**src/rtl/cpu_ctrl_pkg.sv**
```systemverilog
`default_nettype none
// +--------------------------------------------------------------------------+
// | Module   : cpu_ctrl_pkg                                                  |
// | Brief    : Shared encodings for the accumulator CPU control sequencer.   |
// | Revision : 1.0 - initial release                                         |
// +--------------------------------------------------------------------------+
package cpu_ctrl_pkg;

    typedef enum logic [3:0] {
        S_F1   = 4'd0,
        S_F2   = 4'd1,
        S_F3   = 4'd2,
        S_F4   = 4'd3,
        S_DEC  = 4'd4,
        S_EX1  = 4'd5,
        S_EX2  = 4'd6,
        S_EX3  = 4'd7,
        S_EX4  = 4'd8,
        S_HALT = 4'd9
    } state_t;

    // Opcode class field, opcode[5:4]
    localparam logic [1:0] c_cls_misc = 2'b00;
    localparam logic [1:0] c_cls_mvac = 2'b01;
    localparam logic [1:0] c_cls_mvr  = 2'b10;
    localparam logic [1:0] c_cls_alu  = 2'b11;

    localparam logic [5:0] c_op_nop    = 6'h00;
    localparam logic [5:0] c_op_halt   = 6'h01;
    localparam logic [5:0] c_op_ldac   = 6'h02;
    localparam logic [5:0] c_op_stac   = 6'h03;
    localparam logic [5:0] c_op_jmpnz  = 6'h04;
    localparam logic [5:0] c_op_inc_ac = 6'h08;
    localparam logic [5:0] c_op_inc_ra = 6'h09;
    localparam logic [5:0] c_op_inc_rb = 6'h0A;
    localparam logic [5:0] c_op_inc_rc = 6'h0B;

    // Decoded instruction kind
    localparam logic [3:0] c_k_nop   = 4'd0;
    localparam logic [3:0] c_k_halt  = 4'd1;
    localparam logic [3:0] c_k_ldac  = 4'd2;
    localparam logic [3:0] c_k_stac  = 4'd3;
    localparam logic [3:0] c_k_jmpnz = 4'd4;
    localparam logic [3:0] c_k_inc   = 4'd5;
    localparam logic [3:0] c_k_mvac  = 4'd6;
    localparam logic [3:0] c_k_mvr   = 4'd7;
    localparam logic [3:0] c_k_alu   = 4'd8;

    localparam logic [3:0] c_reg_max = 4'd8;

    localparam logic [3:0] c_mux_dr = 4'd0;
    localparam logic [3:0] c_mux_r1 = 4'd1;
    localparam logic [3:0] c_mux_r2 = 4'd2;
    localparam logic [3:0] c_mux_r3 = 4'd3;
    localparam logic [3:0] c_mux_ra = 4'd4;
    localparam logic [3:0] c_mux_rb = 4'd5;
    localparam logic [3:0] c_mux_rc = 4'd6;
    localparam logic [3:0] c_mux_ac = 4'd7;
    localparam logic [3:0] c_mux_pc = 4'd8;

    localparam int c_cb_pc = 9;
    localparam int c_cb_ra = 8;
    localparam int c_cb_rb = 7;
    localparam int c_cb_rc = 6;
    localparam int c_cb_r1 = 5;
    localparam int c_cb_r2 = 4;
    localparam int c_cb_r3 = 3;
    localparam int c_cb_dr = 2;
    localparam int c_cb_ar = 1;
    localparam int c_cb_ac = 0;

    localparam logic [2:0] c_alu_pass = 3'd0;
    localparam logic [2:0] c_alu_add  = 3'd1;
    localparam logic [2:0] c_alu_sub  = 3'd2;
    localparam logic [2:0] c_alu_mul  = 3'd3;
    localparam logic [2:0] c_alu_and  = 3'd4;

    // Register index (same numbering as mux_sel) to its C-bus write enable
    function automatic logic [9:0] reg_wr_en(input logic [3:0] idx);
        logic [9:0] v;
        v = '0;
        case (idx)
            c_mux_dr: v[c_cb_dr] = 1'b1;
            c_mux_r1: v[c_cb_r1] = 1'b1;
            c_mux_r2: v[c_cb_r2] = 1'b1;
            c_mux_r3: v[c_cb_r3] = 1'b1;
            c_mux_ra: v[c_cb_ra] = 1'b1;
            c_mux_rb: v[c_cb_rb] = 1'b1;
            c_mux_rc: v[c_cb_rc] = 1'b1;
            c_mux_ac: v[c_cb_ac] = 1'b1;
            c_mux_pc: v[c_cb_pc] = 1'b1;
            default:  v = '0;
        endcase
        return v;
    endfunction

    function automatic logic [3:0] alu_src_mux(input logic [1:0] src);
        case (src)
            2'd0:    return c_mux_r1;
            2'd1:    return c_mux_r2;
            2'd2:    return c_mux_r3;
            default: return c_mux_dr;
        endcase
    endfunction

endpackage
`default_nettype wire

```
**src/rtl/ctrl_decode.sv**
```systemverilog
`default_nettype none
// +--------------------------------------------------------------------------+
// | Module   : ctrl_decode                                                   |
// | Brief    : Combinational opcode decode: kind, register/mux, ALU op, legal|
// | Revision : 1.0 - initial release                                         |
// +--------------------------------------------------------------------------+
module ctrl_decode
    import cpu_ctrl_pkg::*;
(
    input  logic [5:0] opcode,
    output logic [3:0] kind,
    output logic [3:0] reg_idx,
    output logic [1:0] inc_sel,
    output logic [2:0] alu_op,
    output logic       legal
);

    always_comb begin
        kind    = c_k_nop;
        reg_idx = opcode[3:0];
        inc_sel = opcode[1:0];
        alu_op  = c_alu_pass;
        legal   = 1'b0;
        case (opcode[5:4])
            c_cls_misc: begin
                case (opcode)
                    c_op_nop:   begin kind = c_k_nop;   legal = 1'b1; end
                    c_op_halt:  begin kind = c_k_halt;  legal = 1'b1; end
                    c_op_ldac:  begin kind = c_k_ldac;  legal = 1'b1; end
                    c_op_stac:  begin kind = c_k_stac;  legal = 1'b1; end
                    c_op_jmpnz: begin kind = c_k_jmpnz; legal = 1'b1; end
                    c_op_inc_ac, c_op_inc_ra, c_op_inc_rb, c_op_inc_rc: begin
                        kind  = c_k_inc;
                        legal = 1'b1;
                    end
                    default:    legal = 1'b0;
                endcase
            end
            c_cls_mvac: begin
                kind  = c_k_mvac;
                legal = (opcode[3:0] <= c_reg_max);
            end
            c_cls_mvr: begin
                kind  = c_k_mvr;
                legal = (opcode[3:0] <= c_reg_max);
            end
            default: begin
                // ALU ops map 0..3 onto ADD..AND; source field selects R1/R2/R3/DR
                kind    = c_k_alu;
                reg_idx = alu_src_mux(opcode[1:0]);
                alu_op  = {1'b0, opcode[3:2]} + 3'd1;
                legal   = 1'b1;
            end
        endcase
    end

endmodule
`default_nettype wire

```
**src/rtl/control_sequencer.sv**
```systemverilog
`default_nettype none
// +--------------------------------------------------------------------------+
// | Module   : control_sequencer                                             |
// | Brief    : Fetch-decode-execute Moore controller for the 16-bit acc CPU. |
// | Revision : 1.0 - initial release                                         |
// +--------------------------------------------------------------------------+
module control_sequencer
    import cpu_ctrl_pkg::*;
(
    input  logic       clk,
    input  logic       rst,
    input  logic [5:0] opcode,
    input  logic       z_flag,
    output logic       ld_ir,
    output logic       pc_inc,
    output logic       ac_inc,
    output logic       ra_inc,
    output logic       rb_inc,
    output logic       rc_inc,
    output logic [9:0] c_bus_ctrl,
    output logic [3:0] mux_sel,
    output logic       dr_read,
    output logic       mem_write,
    output logic [2:0] alu_op,
    output logic       halted,
    output logic       illegal
);

    state_t     r_state;
    logic [5:0] r_opcode;
    logic       r_illegal;

    logic [5:0] w_dec_opcode;
    logic [3:0] w_kind;
    logic [3:0] w_reg_idx;
    logic [1:0] w_inc_sel;
    logic [2:0] w_alu_op;
    logic       w_legal;

    // DEC branches on the live IR output; execute states use the latched copy
    assign w_dec_opcode = (r_state == S_DEC) ? opcode : r_opcode;

    ctrl_decode u_decode (
        .opcode  (w_dec_opcode),
        .kind    (w_kind),
        .reg_idx (w_reg_idx),
        .inc_sel (w_inc_sel),
        .alu_op  (w_alu_op),
        .legal   (w_legal)
    );

    always_ff @(posedge clk) begin
        if (rst) begin
            r_state   <= S_F1;
            r_opcode  <= '0;
            r_illegal <= 1'b0;
        end else begin
            case (r_state)
                S_F1:  r_state <= S_F2;
                S_F2:  r_state <= S_F3;
                S_F3:  r_state <= S_F4;
                S_F4:  r_state <= S_DEC;
                S_DEC: begin
                    r_opcode <= opcode;
                    if (!w_legal) begin
                        r_state   <= S_HALT;
                        r_illegal <= 1'b1;
                    end else if (w_kind == c_k_halt) begin
                        r_state <= S_HALT;
                    end else if (w_kind == c_k_nop) begin
                        r_state <= S_F1;
                    end else begin
                        r_state <= S_EX1;
                    end
                end
                S_EX1:   r_state <= (w_kind == c_k_ldac || w_kind == c_k_stac) ? S_EX2 : S_F1;
                S_EX2:   r_state <= S_EX3;
                S_EX3:   r_state <= (w_kind == c_k_ldac) ? S_EX4 : S_F1;
                S_EX4:   r_state <= S_F1;
                S_HALT:  r_state <= S_HALT;
                default: r_state <= S_HALT;
            endcase
        end
    end

    // rst masks every output, so the cycle in which reset is sampled issues nothing
    always_comb begin
        ld_ir      = 1'b0;
        pc_inc     = 1'b0;
        ac_inc     = 1'b0;
        ra_inc     = 1'b0;
        rb_inc     = 1'b0;
        rc_inc     = 1'b0;
        c_bus_ctrl = '0;
        mux_sel    = c_mux_dr;
        dr_read    = 1'b0;
        mem_write  = 1'b0;
        alu_op     = c_alu_pass;
        halted     = 1'b0;
        illegal    = 1'b0;
        if (!rst) begin
            illegal = r_illegal;
            case (r_state)
                S_F1: begin
                    mux_sel            = c_mux_pc;
                    c_bus_ctrl[c_cb_ar] = 1'b1;
                end
                S_F3: dr_read = 1'b1;
                S_F4: begin
                    ld_ir  = 1'b1;
                    pc_inc = 1'b1;
                end
                S_EX1: begin
                    case (w_kind)
                        c_k_mvac: begin
                            mux_sel             = w_reg_idx;
                            c_bus_ctrl[c_cb_ac] = 1'b1;
                        end
                        c_k_mvr: begin
                            mux_sel    = c_mux_ac;
                            c_bus_ctrl = reg_wr_en(w_reg_idx);
                        end
                        c_k_alu: begin
                            mux_sel             = w_reg_idx;
                            alu_op              = w_alu_op;
                            c_bus_ctrl[c_cb_ac] = 1'b1;
                        end
                        c_k_inc: begin
                            case (w_inc_sel)
                                2'd0:    ac_inc = 1'b1;
                                2'd1:    ra_inc = 1'b1;
                                2'd2:    rb_inc = 1'b1;
                                default: rc_inc = 1'b1;
                            endcase
                        end
                        c_k_jmpnz: begin
                            mux_sel             = c_mux_r1;
                            c_bus_ctrl[c_cb_pc] = !z_flag;
                        end
                        c_k_ldac, c_k_stac: begin
                            mux_sel             = c_mux_ra;
                            c_bus_ctrl[c_cb_ar] = 1'b1;
                        end
                        default: ;
                    endcase
                end
                S_EX2: begin
                    if (w_kind == c_k_stac) begin
                        mux_sel             = c_mux_ac;
                        c_bus_ctrl[c_cb_dr] = 1'b1;
                    end
                end
                S_EX3: begin
                    dr_read   = (w_kind == c_k_ldac);
                    mem_write = (w_kind == c_k_stac);
                end
                S_EX4: begin
                    mux_sel             = c_mux_dr;
                    c_bus_ctrl[c_cb_ac] = 1'b1;
                end
                S_HALT:  halted = 1'b1;
                default: ;
            endcase
        end
    end

endmodule
`default_nettype wire

```
**config.mk**
```make
export PLATFORM = sky130hd
export DESIGN_NAME = control_sequencer
export DESIGN_NICKNAME = d
export VERILOG_FILES = /design/src/rtl/cpu_ctrl_pkg.sv /design/src/rtl/ctrl_decode.sv /design/src/rtl/control_sequencer.sv
export SDC_FILE = /design/constraint.sdc
export NUM_CORES = 1
export LEC_CHECK = 0
export ABC_AREA = 1
export CAP_MARGIN = 40
export CORE_AREA = 2 2 57 54
export CTS_CLUSTER_SIZE = 28
export DETAILED_ROUTE_END_ITERATION = 10
export DIE_AREA = 0 0 59 56
export GPL_TIMING_DRIVEN = 0
export HOLD_SLACK_MARGIN = 0.12
export PLACE_DENSITY_LB_ADDON = 0.12
export SLEW_MARGIN = 30
export SYNTH_ARGS = -nofsm -noshare
export SYNTH_HDL_FRONTEND = slang
export SYNTH_SLANG_ARGS = --single-unit
export TNS_END_PERCENT = 5
```
**constraint.sdc**
```tcl
create_clock -name clk -period 7.4 [get_ports clk]
set_input_delay 2.22 -clock clk [delete_from_list [all_inputs] [get_ports clk]]
set_output_delay 2.22 -clock clk [all_outputs]
set_load 0.01 [all_outputs]
```
## Yosys cells after proc, flatten, opt, wreduce, memory -nomap -nowiden

Index checks and enable logic that the tools add are counted.

- Register bits after elaboration: 11
- Logic and storage cells: 124
- Output and inout port bits: 27
- Input bits: 9

- $add $sub $neg: 1
- Reductions and logical operators: 16
- Multiplexer cells: 65
- Equal/unequal tests: 37
- Order comparisons: 1
- Bitwise gates (word level): 1

Operators with widths:

| operator | count |
|---|---|
| $eq 4x3->1 const B | 12 |
| $mux 1 | 36 |
| $pmux 4 s9 | 1 |
| $eq 4x2->1 const B | 6 |
| $eq 6x4->1 const B | 4 |
| $pmux 4 s3 | 2 |
| $mux 3 | 7 |
| $mux 4 | 5 |
| $eq 4x4->1 const B | 4 |
| $pmux 4 s4 | 1 |
| $pmux 3 s5 | 1 |
| $mux 7 | 2 |
| $pmux 1 s2 | 7 |
| $eq 4x1->1 const B | 3 |
| $eq 6x2->1 const B | 2 |
| $logic_not 4->1 | 3 |
| $mux 10 | 1 |
| $reduce_or 9->1 | 1 |
| $eq 6x1->1 const B | 1 |
| $eq 6x3->1 const B | 1 |
| $logic_not 6->1 | 1 |
| $mux 6 | 1 |
| $pmux 2 s3 | 1 |
| $reduce_or 2->1 | 3 |
| 11 further kinds | 15 |

## Longest topological paths before layout

Gate-level depths: netlist (run 1).

- Depth after elaboration: 11
- Depth in mapped cells: 20
- Mapped depth without buffers: 19

## Modules after synthesis

A second synthesis (run 1) with hierarchy kept.

- Cell total of the unflattened synthesis: 238
- Area total of the unflattened synthesis: 1381.3 um2

By module, submodules not included:

| module | area each (um2) | times used | cells an instance |
|---|---|---|---|
| control_sequencer | 1021.0 | 1 | 176 |
| ctrl_decode | 360.3 | 1 | 62 |

## Worst setup path after synthesis (run 1)

Ideal clock, no wire load.

- Path kind: input to output
- Start point: input port opcode[0]
- End point: output port c_bus_ctrl[2]
- Slack: 1333 ps
- Cell stages on the path: 13
- Required time: 5180 ps
- Data arrival time: 3847 ps
- Path buffers: 0
- Cell sequence: inv_1 -> o21a_4 -> inv_1 -> ha_1 -> nor2_1 -> nand2_1 -> nand2_1 -> nand2_1 -> nor2_1 -> inv_1 -> nor2_1 -> nand3_1 -> a21oi_1

- Word-level cells in the longest chain between the ends: 9
- Elaborated cells between the ends (all ways): 25

RTL lines:

| element | line | text |
|---|---|---|
| start: declaration | control_sequencer.sv:12 | `input logic [5:0] opcode,` |
| $mux 6 (*) | n/a |  |
| net u_decode.inc_sel[0] | ctrl_decode.sv:13 | `output logic [1:0] inc_sel,` |
| $eq 6x4->1 (tied with other cells) | ctrl_decode.sv:26 | `case (opcode)` |
| $reduce_or 4->1 or $pmux 2 s3 (tied branches) | ctrl_decode.sv:26, cpu_ctrl_pkg.sv:98 |  |
| $pmux 3 s5 or $mux 4 (tied branches) | ctrl_decode.sv:26, ctrl_decode.sv:24 |  |
| $pmux 4 s3 or $logic_not 4->1 (tied branches) | ctrl_decode.sv:24, cpu_ctrl_pkg.sv:82 |  |
| $eq 4x2->1 (tied with other cells) | control_sequencer.sv:148 | `if (w_kind == c_k_stac) begin` |
| $mux 1 or $mux 7 (tied branches) | control_sequencer.sv:148, control_sequencer.sv:114 |  |
| $pmux 1 s2 (*) | control_sequencer.sv:103 | `case (r_state)` |
| $mux 10 (*) | control_sequencer.sv:101 | `if (!rst) begin` |
| end: declaration | control_sequencer.sv:20 | `output logic [9:0] c_bus_ctrl,` |

Mark *: on every way through the listed nets, which the timed path passes. The rest lies on a longest branch.

## Final worst setup path (run 1)

- Start point: input port opcode[0]
- End point: output port c_bus_ctrl[9]

- Word-level cells in the longest chain between the ends: 9
- Elaborated cells between the ends (all ways): 24

RTL lines:

| element | line | text |
|---|---|---|
| $mux 6 (*) | n/a |  |
| net u_decode.inc_sel[0] | ctrl_decode.sv:13 |  |
| $eq 6x4->1 (tied with other cells) | ctrl_decode.sv:26 |  |
| $reduce_or 4->1 or $pmux 2 s3 (tied branches) | ctrl_decode.sv:26, cpu_ctrl_pkg.sv:98 |  |
| $pmux 3 s5 or $mux 4 (tied branches) | ctrl_decode.sv:26, ctrl_decode.sv:24 |  |
| $pmux 4 s3 or $eq 4x4->1 (tied branches) | ctrl_decode.sv:24, cpu_ctrl_pkg.sv:82 |  |
| $eq 4x3->1 or $mux 1 (tied branches) | control_sequencer.sv:114, cpu_ctrl_pkg.sv:82 |  |
| $pmux 1 s2 (*) | control_sequencer.sv:114 | `case (w_kind)` |
| $mux 7 (*) | control_sequencer.sv:103 |  |
| $mux 10 (*) | control_sequencer.sv:101 |  |

Marks and branches as above.

==> summary.txt, run 1 <==
CLOCK TREE
--------------------------------------------------------------------------------
Clock tree from TritonCTS .........................................        built
Clk slew on worst S/H paths .......................................        70 ps
Root Driver .......................................................     clkbuf_4
Level count of the clock H-tree ...................................            1
Inserted Clock Buffers ............................................            3
Clock Sink Count ..................................................           11
Maximum clock path buffer count ...................................            2
Clock Latency Late Sink ...........................................       260 ps

ROUTING
--------------------------------------------------------------------------------
Number of nets with antenna violations after routing ..............            0
Average vias per placed instance ..................................         5.03
DRT Pass-1 Iters ..................................................            4
Post-route DRC violation count ....................................            0
Overall via count from detail_route ...............................         1458
Detailed-route wire length ........................................      3290 um
Wirelength per Cell ...............................................      11.3 um
Starting DRC count in detailed routing ............................           65

GRT
--------------------------------------------------------------------------------
Remaining Overflow, GRT ...........................................            0
First-pass GRT wire length ........................................      5620 um
Via count of the first global-routing pass ........................         1328
Number of antenna violations at the first check in global routing .            0
Aggregate global-route resource usage .............................        0.210
Pin count of the biggest net entering global routing ..............           11

WORST SETUP PATH
--------------------------------------------------------------------------------
Kind of critical path .............................................    in -> out
Required time at the worst-slack endpoint .........................      5180 ps
Slowest Stage Delay on Critical Path ..............................       540 ps
Crit path max-delay cell type ..................................... clkdlybuf4s50_1
Arrival @ worst endpoint ..........................................      4970 ps
Launching element type of the critical path ....................... primary input
Critical path, cell by cell ....................................... clkdlybuf4s50_1, inv_1, o21a_4, inv_1, ha_1, nor2_1, nor2_1, o21ai_1, nand3_2, inv_2, nand2_1, or2_2, a21oi_2, clkdlybuf4s50_1
R2r setup slk .....................................................      4670 ps
Element type at the critical path end ............................. primary output
Worst-path fanout max .............................................            5

STA
--------------------------------------------------------------------------------
Setup Skew ........................................................      1.42 ps
Minimum clock period after layout .................................      7190 ps
Total setup violations reported at the end of the flow ............            0
Final TNS setup ...................................................         0 ps
Final Worst Setup Slack ...........................................       208 ps
Number of slew-limit violations in the final report ...............            0
Count of final hold-check violations ..............................            0
Post-route clock period utilization ...............................        0.972
Worst Max-Slew Pin Slew ...........................................       504 ps
Max-slew headroom .................................................        0.664
Unrepaired setup endpoints after global routing ...................          yes
Max Freq ..........................................................      139 MHz

CELLS AND AREA
--------------------------------------------------------------------------------
Layout fillers ....................................................          248
Area of combinational cells with multiple inputs ..................     973 um^2
Share of the core filled with cells in the final layout ...........        0.671
Fraction of layout cells with a size suffix above 1 ...............        0.146
Fin nets ..........................................................          281
Synth-to-Final Area Change ........................................        31.8%
Count of antenna diodes in the layout .............................            0
Area used by sequential logic in the layout .......................     220 um^2

FLOW RUN
--------------------------------------------------------------------------------
Count of max-cap constraint violations ............................            0

PLACED DESIGN
--------------------------------------------------------------------------------
Post-detailed-placement half-perimeter wirelength .................      2640 um
RD Place Congestion ...............................................        0.909
Setup slack after placement .......................................       160 ps
IO buf count ......................................................           35

PWR
--------------------------------------------------------------------------------
Part of the total power dissipated in the clock network ...........        0.148
Switching fraction of total power .................................        0.470
Internal Dissipation ..............................................     0.143 mW
Sequential group share of total power .............................        0.269
Combinational power share .........................................        0.582
Total net switching power .........................................     0.127 mW
Total power .......................................................     0.270 mW
Power per Cell Area ...............................................  151 nW/um^2
Maximum vdd drop ..................................................  0.0000581 V
Leakage ...........................................................     0.869 nW

FLOORPLANNING
--------------------------------------------------------------------------------
Total Die Area ....................................................    3300 um^2
Boundary Pins .....................................................           36
Horizontal die dimension ..........................................        59 um
Starting density of the core ......................................        0.509
Area of the core ..................................................    2660 um^2
Floorplan row count ...............................................           18
Die height ........................................................        56 um

RUN STATUS
--------------------------------------------------------------------------------
Outcome ........................................................... complete, no violations

SYNTHESIS
--------------------------------------------------------------------------------
Portion of the post-synthesis area used by sequential elements ....        0.163
Syn_area_per_cell .................................................    6.12 um^2
Total standard cell area after synthesis ..........................    1350 um^2
Synthesis-stage register bit count ................................           11
Synth Warn # ......................................................            0
Post-synthesis net count ..........................................          241
Cell count after synthesis ........................................          221
Count of unique library cells instantiated by Yosys ...............           34

HOLD PATH
--------------------------------------------------------------------------------
Worst hold-check path type ........................................   reg -> reg

## power groups by stage
stage / combinational (mW) / sequential [mW] / clock (mW)
2_1_floorplan: 0.115 / 0.0727 / 0
3_3_place_gp: 0.150 / 0.0738 / 0
3_5_place_dp: 0.152 / 0.0738 / 0
4_1_cts: 0.153 / 0.0724 / 0.0409
5_1_grt: 0.177 / 0.0739 / 0.0447
6_report: 0.157 / 0.0727 / 0.0401
## synth_stat cells
cell / count / share of area
nand4_1: 2 / 0.0092
nand2_4: 4 / 0.033
dfxtp_1: 11 / 0.16
buf_6: 1 / 0.0083
nand3b_1: 1 / 0.0056
nand3_2: 2 / 0.015
o311ai_1: 1 / 0.0065
nor2_8: 1 / 0.015
o21ai_2: 2 / 0.013
or2_1: 1 / 0.0046
nor3_1: 4 / 0.015
nand2_1: 49 / 0.14
nand2_2: 3 / 0.014
ha_1: 11 / 0.10
xor2_4: 1 / 0.020
nor3_2: 1 / 0.0074
o21a_4: 1 / 0.011
buf_4: 1 / 0.0056
or2_2: 1 / 0.0046
inv_1: 35 / 0.097
nand3_1: 17 / 0.063
nor2_1: 37 / 0.10
o21a_2: 2 / 0.013
a31oi_1: 2 / 0.0092
nor4_1: 1 / 0.0046
o21ai_0: 3 / 0.011
a21oi_2: 1 / 0.0065
o21ai_1: 3 / 0.011
nor3b_1: 1 / 0.0056
inv_2: 4 / 0.011
nor2_4: 3 / 0.025
clkbuf_1: 2 / 0.0056
nor2_2: 2 / 0.0092
a21oi_1: 10 / 0.037
## stage by stage
stage               std cells  cell area (um^2)  hold WS [ps]
global placement          286              1740           445
finish                    290              1780           465
global route              290              1780           496
floorplan                 221              1350           436
CTS                       290              1770           473
detailed placement        286              1740           464
## cells by family after synthesis
| kind of cell | synth area share |
|---|---|
| and+or+nand+nor | 0.469 |
| buffers and inverters | 0.128 |
| AOI/OAI and AO/OA | 0.118 |
| adders and majority gates | 0.102 |
| DFF | 0.163 |
| xor gates and xnor gates | 0.0204 |
## worst max-delay path, delay by kind of cell
kind,cells,cell delay (ps)
AOI/OAI and AO/OA,3,650
adders and majority gates,1,220
buffers and inverters,5,1150
and+or+nand+nor,5,730
## repair_timing
action	in CTS	in global routing
hold buffers	0	0
gates resized for setup	0	6
endpoints found under the setup margin	0	5
buffers inserted	0	0
## per-layer routing
| layer | GRT usage | up-vias | wire length, um |
|---|---|---|---|
| met1 | 0.295 | 652 | 1660 |
| met5 | 0 | - | 0 |
| met2 | 0.343 | 34 | 1460 |
| met3 | 0.0140 | 4 | 134 |
| li1 | - | 768 | - |
| met4 | 0.0487 | 0 | 31 |
## worst paths after layout
kind | start | endpoint | depth (start not counted)
worst max-delay path | opcode[0] | c_bus_ctrl[9] | 14
worst min-delay path | r_illegal$_SDFFE_PP0P_ | r_illegal$_SDFFE_PP0P_ | 2
worst max register to register | r_state[2]$_SDFF_PP0_ | r_state[2]$_SDFF_PP0_ | 18
worst min register to register | r_illegal$_SDFFE_PP0P_ | r_illegal$_SDFFE_PP0P_ | 2
## registers in the layout, summed over array words and instances (netlist names)
register / flops
r_state: 4
r_illegal: 1
r_opcode: 6
## placed cells by master (no fill, tap or decap)
cell type	count
a21oi_1	10
a21oi_2	1
a31oi_1	2
buf_4	1
buf_6	1
clkbuf_1	3
clkbuf_4	3
clkdlybuf4s50_1	34
dfxtp_1	11
dlymetal6s2s_1	1
ha_1	10
ha_2	1
inv_1	35
inv_2	4
nand2_1	48
nand2_2	4
nand2_4	4
nand3_1	17
nand3_2	2
nand3b_1	1
nand4_1	2
nor2_1	35
nor2_2	4
nor2_4	3
nor2_8	1
nor3_1	4
nor3_2	1
nor3b_1	1
nor4_1	1
o21a_2	2
o21a_4	1
o21ai_0	3
o21ai_1	2
o21ai_2	3
o311ai_1	1
or2_1	1
or2_2	1
xor2_4	1
## area by class of cell
type,instances,area share
Multi-Input combinational cell,167,0.546
Timing Repair Buffer,35,0.198
Sequential cell,11,0.124
Inverter,39,0.0821
Tap cell,30,0.0211
Clock buffer,4,0.0147
Buffer,4,0.0147
Note: power is estimated with default switching activity, not from simulation.
==> inputs of run 2 (changes only) <==
Settings changed: PLACE_DENSITY_LB_ADDON 0.12 to 0.2.
==> summary.txt, run 2 (synthesized netlist as in run 1, its figures left out) <==
CELLS AND AREA
--------------------------------------------------------------------------------
Fraction of layout cells with a size suffix above 1 ...............        0.138   -0.00769
Layout fillers ....................................................          263   +6.0%
Synth-to-Final Area Change ........................................        31.2%
Count of antenna diodes in the layout .............................            0   unchanged
Biggest registers after layout .................................... r_opcode x6, r_state x4, r_illegal x1
Share of the core filled with cells in the final layout ...........        0.668   -0.00330
Fin nets ..........................................................          281   unchanged
Final standard cell area without fillers ..........................    1770 um^2   -0.49%
Largest register FFs ..............................................            6   unchanged
Commonest cells after routing, fill and taps aside ................ nand2_1, nor2_1, inv_1, clkdlybuf4s50_1, nand3_1
Fin cells .........................................................          290   unchanged
Largest reg by FF count ...........................................     r_opcode
Commonest non-fill, non-tap cell in the layout ....................      nand2_1

GRT
--------------------------------------------------------------------------------
Via count of the first global-routing pass ........................         1296   -2.4%
Aggregate global-route resource usage .............................        0.199   -0.0111
Number of antenna violations at the first check in global routing .            0   unchanged
Met2 Track Usage GR ...............................................        0.321   -0.0222
GR peak layer .....................................................         met2
Remaining Overflow, GRT ...........................................            0   unchanged
Pin count of the biggest net entering global routing ..............           11   unchanged
First-pass GRT wire length ........................................      5360 um   -4.5%
GR Util met1 ......................................................        0.286   -0.00931
Met3 global-route usage ...........................................      0.00698   -0.00698

FLOORPLANNING
--------------------------------------------------------------------------------
Starting density of the core ......................................        0.509   unchanged
Horizontal die dimension ..........................................        59 um   unchanged
Boundary Pins .....................................................           36   unchanged
Total Die Area ....................................................    3300 um^2   unchanged
Area of the core ..................................................    2660 um^2   unchanged
Floorplan row count ...............................................           18   unchanged
Die height ........................................................        56 um   unchanged

CLOCK TREE
--------------------------------------------------------------------------------
Clock Latency Late Sink ...........................................       270 ps   about the same
Clock Sink Count ..................................................           11   unchanged
Level count of the clock H-tree ...................................            1   unchanged
Clock tree from TritonCTS .........................................        built
Number of post-CTS setup repair buffers ...........................            0   unchanged
Root Driver .......................................................     clkbuf_4
Maximum clock path buffer count ...................................            2   unchanged
Inserted Clock Buffers ............................................            3   unchanged
Clk slew on worst S/H paths .......................................        70 ps   about the same

PLACED DESIGN
--------------------------------------------------------------------------------
RD Place Congestion ...............................................        0.938   +3.2%
Setup slack after placement .......................................       189 ps   +29.0 ps
Post-detailed-placement half-perimeter wirelength .................      2540 um   -4.0%
IO buf count ......................................................           35   unchanged
Dpl cell area .....................................................    1740 um^2   unchanged
Placed Cells incl. Taps ...........................................          286   unchanged

WORST SETUP PATH
--------------------------------------------------------------------------------
Worst-path fanout max .............................................            5   unchanged
R2r setup slk .....................................................      4690 ps   +20 ps
Element type at the critical path end ............................. primary output
Origin of the critical flop-to-flop path .......................... r_state[2]$_SDFF_PP0_
Arrival @ worst endpoint ..........................................      4960 ps   about the same
Kind of critical path .............................................    in -> out
Required time at the worst-slack endpoint .........................      5180 ps   about the same
Launching element type of the critical path ....................... primary input
End of the worst register-to-register path ........................ r_state[2]$_SDFF_PP0_
Length in cells of the worst reg-to-reg path ......................           18   unchanged

ROUTING
--------------------------------------------------------------------------------
Number of nets with antenna violations after routing ..............            0   unchanged
Overall via count from detail_route ...............................         1445   -0.89%
Average vias per placed instance ..................................         4.98   -0.89%
Post-route DRC violation count ....................................            0   unchanged
DRT Pass-1 Iters ..................................................            4   unchanged
Detailed-route wire length ........................................      3160 um   -4.0%
Starting DRC count in detailed routing ............................           60   -7.7%
Wirelength per Cell ...............................................      10.9 um   -4.0%

RUN STATUS
--------------------------------------------------------------------------------
Outcome ........................................................... complete, no violations

STA
--------------------------------------------------------------------------------
Worst Max-Slew Pin Slew ...........................................       491 ps   -12.9 ps
Count of final hold-check violations ..............................            0   unchanged
Max-slew headroom .................................................        0.673   +0.00858
Setup Skew ........................................................      4.16 ps   +2.74 ps
Max Freq ..........................................................      139 MHz   +0.19%
Post-route clock period utilization ...............................        0.970   -0.00186
Total setup violations reported at the end of the flow ............            0   unchanged
Number of slew-limit violations in the final report ...............            0   unchanged
Final Worst Setup Slack ...........................................       222 ps   +13.8 ps
Minimum clock period after layout .................................      7180 ps   -13.8 ps
Final TNS setup ...................................................         0 ps   unchanged
Hold WS ...........................................................       461 ps   -4.50 ps
Unrepaired setup endpoints after global routing ...................           no

HOLD PATH
--------------------------------------------------------------------------------
Hold wc startpoint ................................................ r_illegal$_SDFFE_PP0P_
Worst hold-check path type ........................................   reg -> reg
WHS Path Cells ....................................................            2   unchanged
Destination of the worst hold path ................................ r_illegal$_SDFFE_PP0P_

FLOW RUN
--------------------------------------------------------------------------------
Count of max-cap constraint violations ............................            0   unchanged

PWR
--------------------------------------------------------------------------------
Maximum vdd drop ..................................................  0.0000616 V   +6.1%
Power per Cell Area ...............................................  151 nW/um^2   -0.39%
Total power .......................................................     0.268 mW   -0.88%
Leakage ...........................................................     0.848 nW   -2.4%

-- run 2: power by group --
part           total (mW)  switching [mW]  internal (mW)
clock network      0.0404          0.0196         0.0208
logic               0.154          0.0975         0.0566
registers          0.0731         0.00788         0.0652
-- run 2: repair_timing --
action | CTS | global route
gates resized for setup | 0 | 3
hold buffers | 0 | 0
endpoints found under the setup margin | 0 | 4
-- run 2: layout make-up --
cell class | count | area (um^2) | area share
Sequential cell | 11 | 220 | 0.124
Inverter | 39 | 146 | 0.0825
Timing Repair Buffer | 35 | 350 | 0.197
Tap cell | 30 | 37.5 | 0.0212
Multi-Input combinational cell | 167 | 967 | 0.545
Clock buffer | 4 | 26.3 | 0.0148
Buffer | 4 | 26.3 | 0.0148
-- run 2: how the worst max path moves through the flow --
stage	startpoint	endpoint	slack (ps)	cells after the start
final	opcode[0]	mux_sel[1]	220	16
after global routing	opcode[1]	mux_sel[1]	3	16
after CTS	opcode[0]	mux_sel[0]	160	14
after detailed placement	opcode[0]	c_bus_ctrl[2]	190	15
after global placement	opcode[0]	mux_sel[0]	170	15
after floorplan	opcode[0]	c_bus_ctrl[2]	1330	13
-- run 2: routing by layer --
metal  vias up  part of all wire
li1        767                 -
met1       629              0.51
met2        45              0.43
met3         4             0.055
met4         0             0.011
met5         -                 0
-- run 2: critical path, stage by stage --
cell,delay [ps]
clkdlybuf4s50_1,450
inv_1,40
o21a_4,250
inv_1,90
ha_1,200
nor2_1,70
nor2_1,130
o21ai_1,140
inv_1,150
nand3_1,150
o21ai_1,210
nand2_1,70
nand2_1,60
nand2_1,50
a21oi_1,120
clkdlybuf4s50_1,560
==> inputs of run 3 (changes only) <==
Settings changed: ABC_CLOCK_PERIOD_IN_PS from default to 7400.
==> results of run 3 <==
Same layout as run 2: the final DEF is identical, and so are final timing and power.
